File: config.mk
export PLATFORM = sky130hd
export DESIGN_NAME = voice_phase_scheduler
export DESIGN_NICKNAME = d
export VERILOG_FILES = /design/src/rtl/voice_phase_scheduler.sv
export SDC_FILE = /design/constraint.sdc
export NUM_CORES = 1
export LEC_CHECK = 0
export ABC_AREA = 1
export CELL_PAD_IN_SITES_DETAIL_PLACEMENT = 1
export CELL_PAD_IN_SITES_GLOBAL_PLACEMENT = 1
export CORE_MARGIN = 2
export CORE_UTILIZATION = 41
export CTS_BUF_LIST = sky130_fd_sc_hd__clkbuf_8 sky130_fd_sc_hd__clkbuf_16
export DETAILED_ROUTE_END_ITERATION = 7
export HOLD_SLACK_MARGIN = 0.03
export PLACE_DENSITY = 0.83
export SLEW_MARGIN = 20
export SYNTH_ARGS = -nofsm -noshare
export SYNTH_HDL_FRONTEND = slang
export SYNTH_SLANG_ARGS = --single-unit
File: constraint.sdc
create_clock -name clk_in -period 3 [get_ports clk_in]
set_input_delay 0.75 -clock clk_in [delete_from_list [all_inputs] [get_ports clk_in]]
set_output_delay 0.75 -clock clk_in [all_outputs]
set_load 0.03 [all_outputs]
File: src/rtl/voice_phase_scheduler.sv
// Polyphonic voice allocator that sweeps every voice through one shared phase adder per sample tick.
// Build option: define VOICE_STEAL_EN to let a note-on steal the oldest voice when every voice is busy.
module voice_phase_scheduler #(
  parameter int NUM_VOICES    = 4,
  parameter int PHASE_WIDTH   = 32,
  parameter int SAMPLE_PERIOD = 6104,
  localparam int VW = $clog2(NUM_VOICES),
  localparam int CW = $clog2(SAMPLE_PERIOD)
) (
  input  logic                   clk_in,
  input  logic                   rst_n_in,
  input  logic                   event_valid_in,
  output logic                   event_ready_out,
  input  logic                   event_on_in,
  input  logic [7:0]             note_in,
  output logic                   phase_valid_out,
  output logic [VW-1:0]          phase_voice_out,
  output logic [PHASE_WIDTH-1:0] phase_out,
  output logic                   frame_done_out,
  output logic [NUM_VOICES-1:0]  voice_active_out,
  output logic                   note_dropped_out
);

  typedef enum logic [1:0] {IDLE, EVENT, SCAN} state_t;

  function automatic logic [31:0] incRaw(input logic [7:0] n);
    logic [31:0] inc;
    case (n)
      8'd60:   inc = 32'd112404;
      8'd62:   inc = 32'd126156;
      8'd64:   inc = 32'd141526;
      8'd65:   inc = 32'd149664;
      8'd67:   inc = 32'd167772;
      8'd69:   inc = 32'd188743;
      8'd71:   inc = 32'd211688;
      8'd72:   inc = 32'd224003;
      default: inc = 32'd0;
    endcase
    return inc;
  endfunction

  state_t                 state_q, state_d;
  logic                   pending_q, pending_d;
  logic [CW-1:0]          tickCnt_q;
  logic [VW-1:0]          scanIdx_q;
  logic                   ready_q;
  logic                   phaseValid_q;
  logic [VW-1:0]          phaseVoice_q;
  logic [PHASE_WIDTH-1:0] phaseOut_q;
  logic                   frameDone_q;
  logic                   dropped_q;
  logic [NUM_VOICES-1:0]  active_q;
  logic [PHASE_WIDTH-1:0] phase_q [NUM_VOICES];
  logic [7:0]             note_q  [NUM_VOICES];
  logic [VW-1:0]          age_q   [NUM_VOICES];
  logic [7:0]             evNote_q;
  logic [VW-1:0]          evIdx_q;
  logic                   evAlloc_q;
  logic                   evClear_q;

  logic                   tickHit, accept, lastVoice;
  logic                   matchHit, freeHit;
  logic [VW-1:0]          matchIdx, freeIdx, targetIdx;
  logic                   allocDo, clearDo, dropDo;
  logic [PHASE_WIDTH-1:0] sumPhase, newPhase;
`ifdef VOICE_STEAL_EN
  logic [VW-1:0]          oldestIdx;
`endif

  always_comb begin
    tickHit   = (tickCnt_q == CW'(SAMPLE_PERIOD - 1));
    accept    = event_valid_in && ready_q;
    lastVoice = (scanIdx_q == VW'(NUM_VOICES - 1));
    state_d   = state_q;
    pending_d = pending_q | tickHit;
    case (state_q)
      IDLE: begin
        if (pending_q) begin
          state_d   = SCAN;
          pending_d = tickHit;
        end else if (accept) begin
          state_d = EVENT;
        end
      end
      EVENT:   state_d = IDLE;
      SCAN:    if (lastVoice) state_d = IDLE;
      default: state_d = IDLE;
    endcase
  end

  // The allocation decision is made against the incoming event so that EVENT only applies it;
  // voices cannot change between acceptance and EVENT.
  always_comb begin
    matchHit  = 1'b0;
    matchIdx  = '0;
    freeHit   = 1'b0;
    freeIdx   = '0;
`ifdef VOICE_STEAL_EN
    oldestIdx = '0;
`endif
    for (int i = NUM_VOICES - 1; i >= 0; i--) begin
      if (active_q[i] && note_q[i] == note_in) begin
        matchHit = 1'b1;
        matchIdx = VW'(i);
      end
      if (!active_q[i]) begin
        freeHit = 1'b1;
        freeIdx = VW'(i);
      end
`ifdef VOICE_STEAL_EN
      if (age_q[i] == VW'(NUM_VOICES - 1)) oldestIdx = VW'(i);
`endif
    end
    allocDo   = 1'b0;
    clearDo   = 1'b0;
    dropDo    = 1'b0;
    targetIdx = matchIdx;
    if (event_on_in) begin
      if (incRaw(note_in) != 32'd0) begin
        if (matchHit) begin
          allocDo = 1'b1;
        end else if (freeHit) begin
          allocDo   = 1'b1;
          targetIdx = freeIdx;
        end else begin
`ifdef VOICE_STEAL_EN
          allocDo   = 1'b1;
          targetIdx = oldestIdx;
`else
          dropDo = 1'b1;
`endif
        end
      end
    end else begin
      clearDo = matchHit;
    end
  end

  always_comb begin
    sumPhase = phase_q[scanIdx_q] + PHASE_WIDTH'(incRaw(note_q[scanIdx_q]));
    newPhase = active_q[scanIdx_q] ? sumPhase : '0;
  end

  always_ff @(posedge clk_in or negedge rst_n_in) begin
    if (!rst_n_in) begin
      state_q      <= IDLE;
      pending_q    <= 1'b0;
      tickCnt_q    <= '0;
      scanIdx_q    <= '0;
      ready_q      <= 1'b0;
      phaseValid_q <= 1'b0;
      phaseVoice_q <= '0;
      phaseOut_q   <= '0;
      frameDone_q  <= 1'b0;
      dropped_q    <= 1'b0;
      active_q     <= '0;
      evNote_q     <= '0;
      evIdx_q      <= '0;
      evAlloc_q    <= 1'b0;
      evClear_q    <= 1'b0;
      for (int i = 0; i < NUM_VOICES; i++) begin
        phase_q[i] <= '0;
        note_q[i]  <= '0;
        age_q[i]   <= VW'(i);
      end
    end else begin
      state_q      <= state_d;
      pending_q    <= pending_d;
      ready_q      <= (state_d == IDLE) && !pending_d;
      tickCnt_q    <= tickHit ? '0 : tickCnt_q + CW'(1);
      phaseValid_q <= 1'b0;
      frameDone_q  <= 1'b0;
      dropped_q    <= 1'b0;
      case (state_q)
        IDLE: begin
          if (pending_q) begin
            scanIdx_q <= '0;
          end else if (accept) begin
            evNote_q  <= note_in;
            evIdx_q   <= targetIdx;
            evAlloc_q <= allocDo;
            evClear_q <= clearDo;
            dropped_q <= dropDo;
          end
        end
        EVENT: begin
          if (evAlloc_q) begin
            note_q[evIdx_q]   <= evNote_q;
            phase_q[evIdx_q]  <= '0;
            active_q[evIdx_q] <= 1'b1;
            // Promote to most recent; only voices younger than it age by one.
            for (int j = 0; j < NUM_VOICES; j++) begin
              if (VW'(j) == evIdx_q) age_q[j] <= '0;
              else if (age_q[j] < age_q[evIdx_q]) age_q[j] <= age_q[j] + VW'(1);
            end
          end
          if (evClear_q) begin
            active_q[evIdx_q] <= 1'b0;
            phase_q[evIdx_q]  <= '0;
          end
        end
        SCAN: begin
          phase_q[scanIdx_q] <= newPhase;
          phaseValid_q       <= 1'b1;
          phaseVoice_q       <= scanIdx_q;
          phaseOut_q         <= newPhase;
          frameDone_q        <= lastVoice;
          scanIdx_q          <= scanIdx_q + VW'(1);
        end
        default: ;
      endcase
    end
  end

  assign event_ready_out  = ready_q;
  assign phase_valid_out  = phaseValid_q;
  assign phase_voice_out  = phaseVoice_q;
  assign phase_out        = phaseOut_q;
  assign frame_done_out   = frameDone_q;
  assign voice_active_out = active_q;
  assign note_dropped_out = dropped_q;

endmodule

==> run metrics <==
status finished with violations; failing checks negative setup slack; post-synthesis cell type count 53; worst hold slack 0.165 ns; Worst path max stage delay roughly 0.50 ns; DR vias 14800; worst-case clock skew 0.0225 ns; crit path DAT around 4.4 ns; Core Rows 64; final wirelength 66500 um; gpl congestion 0.906; Slew Viols, Final 0; RSZ-0062 raised after global routing yes; pwr/cell area 478 nW/um2; most common cell after layout, fill and taps aside nand2_1; clock buffer depth 3; Max Cap Violations 0; largest net degree at the start of global routing 68; initial antenna violation count 0; Max VDD drop just under 0.0004 V; Hold Path Class in -> async; Initial Util 0.417; Pre-antenna DRT Iters 6; Multi-input gate area 8050 um2; R2R Path End phase_q[12]; CTS Sinks 232; CTS tree built; DR DRC count 0; # diodes 0; layout cell share with drive strength beyond 1 0.346; Layout area overhead 41.2%; Max stage delay cell, worst path dfrtp_2; setup ws final -0.961 ns; worst r2r src scanIdx_q[0]; Reg clk slew, reported paths 0.07 ns; total nets after synthesis approximately 1700; worst-margin pin slew 0.861 ns; initial drt markers 1760; Crit Path Max Fanout 8; height of the die between 150 and 200 um; Synth Warn # 0; vias in the first global route 15000; cts bufs inserted 26; #FFs+latches synth 232; sequential-to-total area share from yosys stat 0.454; port bufs 53; crit path kind reg -> reg; Syn Inst Count 1672; clock period minus worst slack 3.96 ns; clock root cell clkbuf_16; Storage cell area roughly 5800 um2; first-pass GRT wire length around 84000 um; total I/O pin count 54; GRT Residual Overflow 0; worst skew pair latency around 0.56 ns; Max Fclk 0.252 GHz; most frequent cells in the layout nand2_1, dfrtp_1, inv_1; post-DR vias/cell 6.51; r2r setup slk -0.96 ns; Setup violations, final 158; Pleak 8.77 nW; CORE AREA 30700 um2; DP HPWL 30100 um; DIE AREA 32600 um2; Syn Std Cell Area 12800 um2; Worst R2R Path Depth 19; Slew HR 0.424; Fin. Hold Viols 0; Final Core Density 0.589; Die W 181 um; crit-path cells buf_12 -> a21oi_1 -> o21ai_1 -> nand2_2 -> nand3_4 -> nor2_4 -> nand4_1 -> nand4_1 -> ha_4 -> nand2_4 -> inv_2 -> a21oi_4 -> nand2_2 -> a21o_1 -> o21ai_2 -> a21oi_2 -> buf_6 -> nand2_1 -> nand2_1; Mean Syn Cell Area 7.66 um2; CP endpoint kind flip-flop; post-layout net count 1898; average wire per standard cell slightly below 30 um; CP Data Required Time 3.43 ns; H-tree depth 1; Fillers 3473; fin crit share 1.32; GRT Total Usage 0.323; critical path launch point scanIdx_q[0]; post-route ant nets 0; worst setup path end phase_q[12]; startpoint types flip-flop
[cell families after synthesis]
group / synth area share
xor+xnor: 0.00821
flops: 0.454
mux: 0.00704
fa+ha+maj: 0.0240
compound gates: 0.145
simple gates: 0.277
buf+inv: 0.0850
[worst min path at each step]
| stage | endpoint | start | slack, ns | cells after the start |
|---|---|---|---|---|
| after global routing | phase_q[110] | rst_n_in | 0.21 | 1 |
| final | phase_q[50] | rst_n_in | 0.17 | 1 |
| after CTS | phase_q[112] | rst_n_in | 0.19 | 1 |
| after floorplan | phase_q[12] | phase_q[12] | 0.44 | 2 |
| after global placement | phase_q[74] | phase_q[74] | 0.46 | 2 |
| after detailed placement | phase_q[56] | phase_q[56] | 0.47 | 2 |
[cell type report]
cell class	count	share of cell area
Inverter	181	0.0399
Timing Repair Buffer	230	0.115
Timing Repair inverter	1	0.000346
Clock inverter	16	0.00976
Multi-Input combinational cell	1190	0.445
Sequential cell	232	0.321
Clock buffer	32	0.0412
Tap cell	396	0.0274
[sequential cells by signal, indices dropped and copies added (netlist names), 2 cells and up]
name,flops
evIdx_q,2
evNote_q,8
note_q,32
phase_out,32
phase_q,128
phase_voice_out,2
scanIdx_q,2
state_q,2
tickCnt_q,13
voice_active_out,4
[per-layer routing]
| layer | GRT usage | up-vias | routed length, um |
|---|---|---|---|
| met2 | 0.562 | 1129 | 31300 |
| met3 | 0.0514 | 482 | 6230 |
| met4 | 0.174 | 0 | 5490 |
| met1 | 0.384 | 7354 | 23500 |
| met5 | 0 | - | 0 |
| li1 | - | 5875 | - |
[repair_timing]
item / CTS / global route
setup buffers: 29 / 15
pin swaps: 92 / 134
gates cloned: 3 / 0
resized for setup: 343 / 229
hold endpoints to repair: 0 / 0
hold buffers: 0 / 0
endpoints found under the setup margin: 145 / 153
[metrics by stage]
stage	power [mW]	TNS (ns)	setup slack (ns)	cell area [um2]	cells
6_report	8.63	-88.94	-0.961	18100	2278
3_5_place_dp	4.39	-41.23	-0.502	14600	2187
2_1_floorplan	3.92	-0.463	-0.0438	12900	1672
4_1_cts	8.03	-14.88	-0.218	17000	2263
5_1_grt	8.77	-98.78	-1.01	18100	2278
3_3_place_gp	4.36	-27.46	-0.415	14600	2187
[power by group]
group          internal [mW]  leakage (nW)  switching (mW)  total (mW)
registers               3.20          3.20           0.102        3.30
logic                  0.583          5.09            1.14        1.73
clock network           2.10         0.481            1.50        3.60
total                   5.88          8.77            2.75        8.63
[synth_stat cells (all sizes together)]
cell type / n / area, um2
dfrtp: 232 / 5810
o2111ai: 1 / 8.76
a31oi: 2 / 18.8
a21o: 1 / 7.51
nand2: 539 / 2080
nor3: 15 / 90.1
inv: 177 / 672
clkbuf: 38 / 143
buf: 31 / 259
or2: 8 / 52.6
nor4: 2 / 12.5
nand3b: 4 / 30.0
a22oi: 2 / 15.0
xnor2: 9 / 78.8
o31ai: 1 / 7.51
xor2: 3 / 26.3
and2: 3 / 18.8
o22ai: 47 / 294
mux2: 8 / 90.1
o21a: 1 / 7.51
nand3: 88 / 538
o211ai: 5 / 57.6
fa: 1 / 20.0
o21bai: 3 / 22.5
nor2: 95 / 404
ha: 23 / 288
a32oi: 4 / 42.6
nand4: 52 / 325
clkinv: 4 / 15.0
o21ai: 185 / 926
a21oi: 88 / 448
[critical path, delay by kind of cell, from the launching register on]
kind / cells / cell delay (ns)
compound gates: 6 / 1.29
fa+ha+maj: 1 / 0.28
buf+inv: 3 / 0.37
flops: 1 / 0.50
simple gates: 9 / 1.39
No activity file was read; power rests on OpenSTA's default activity.
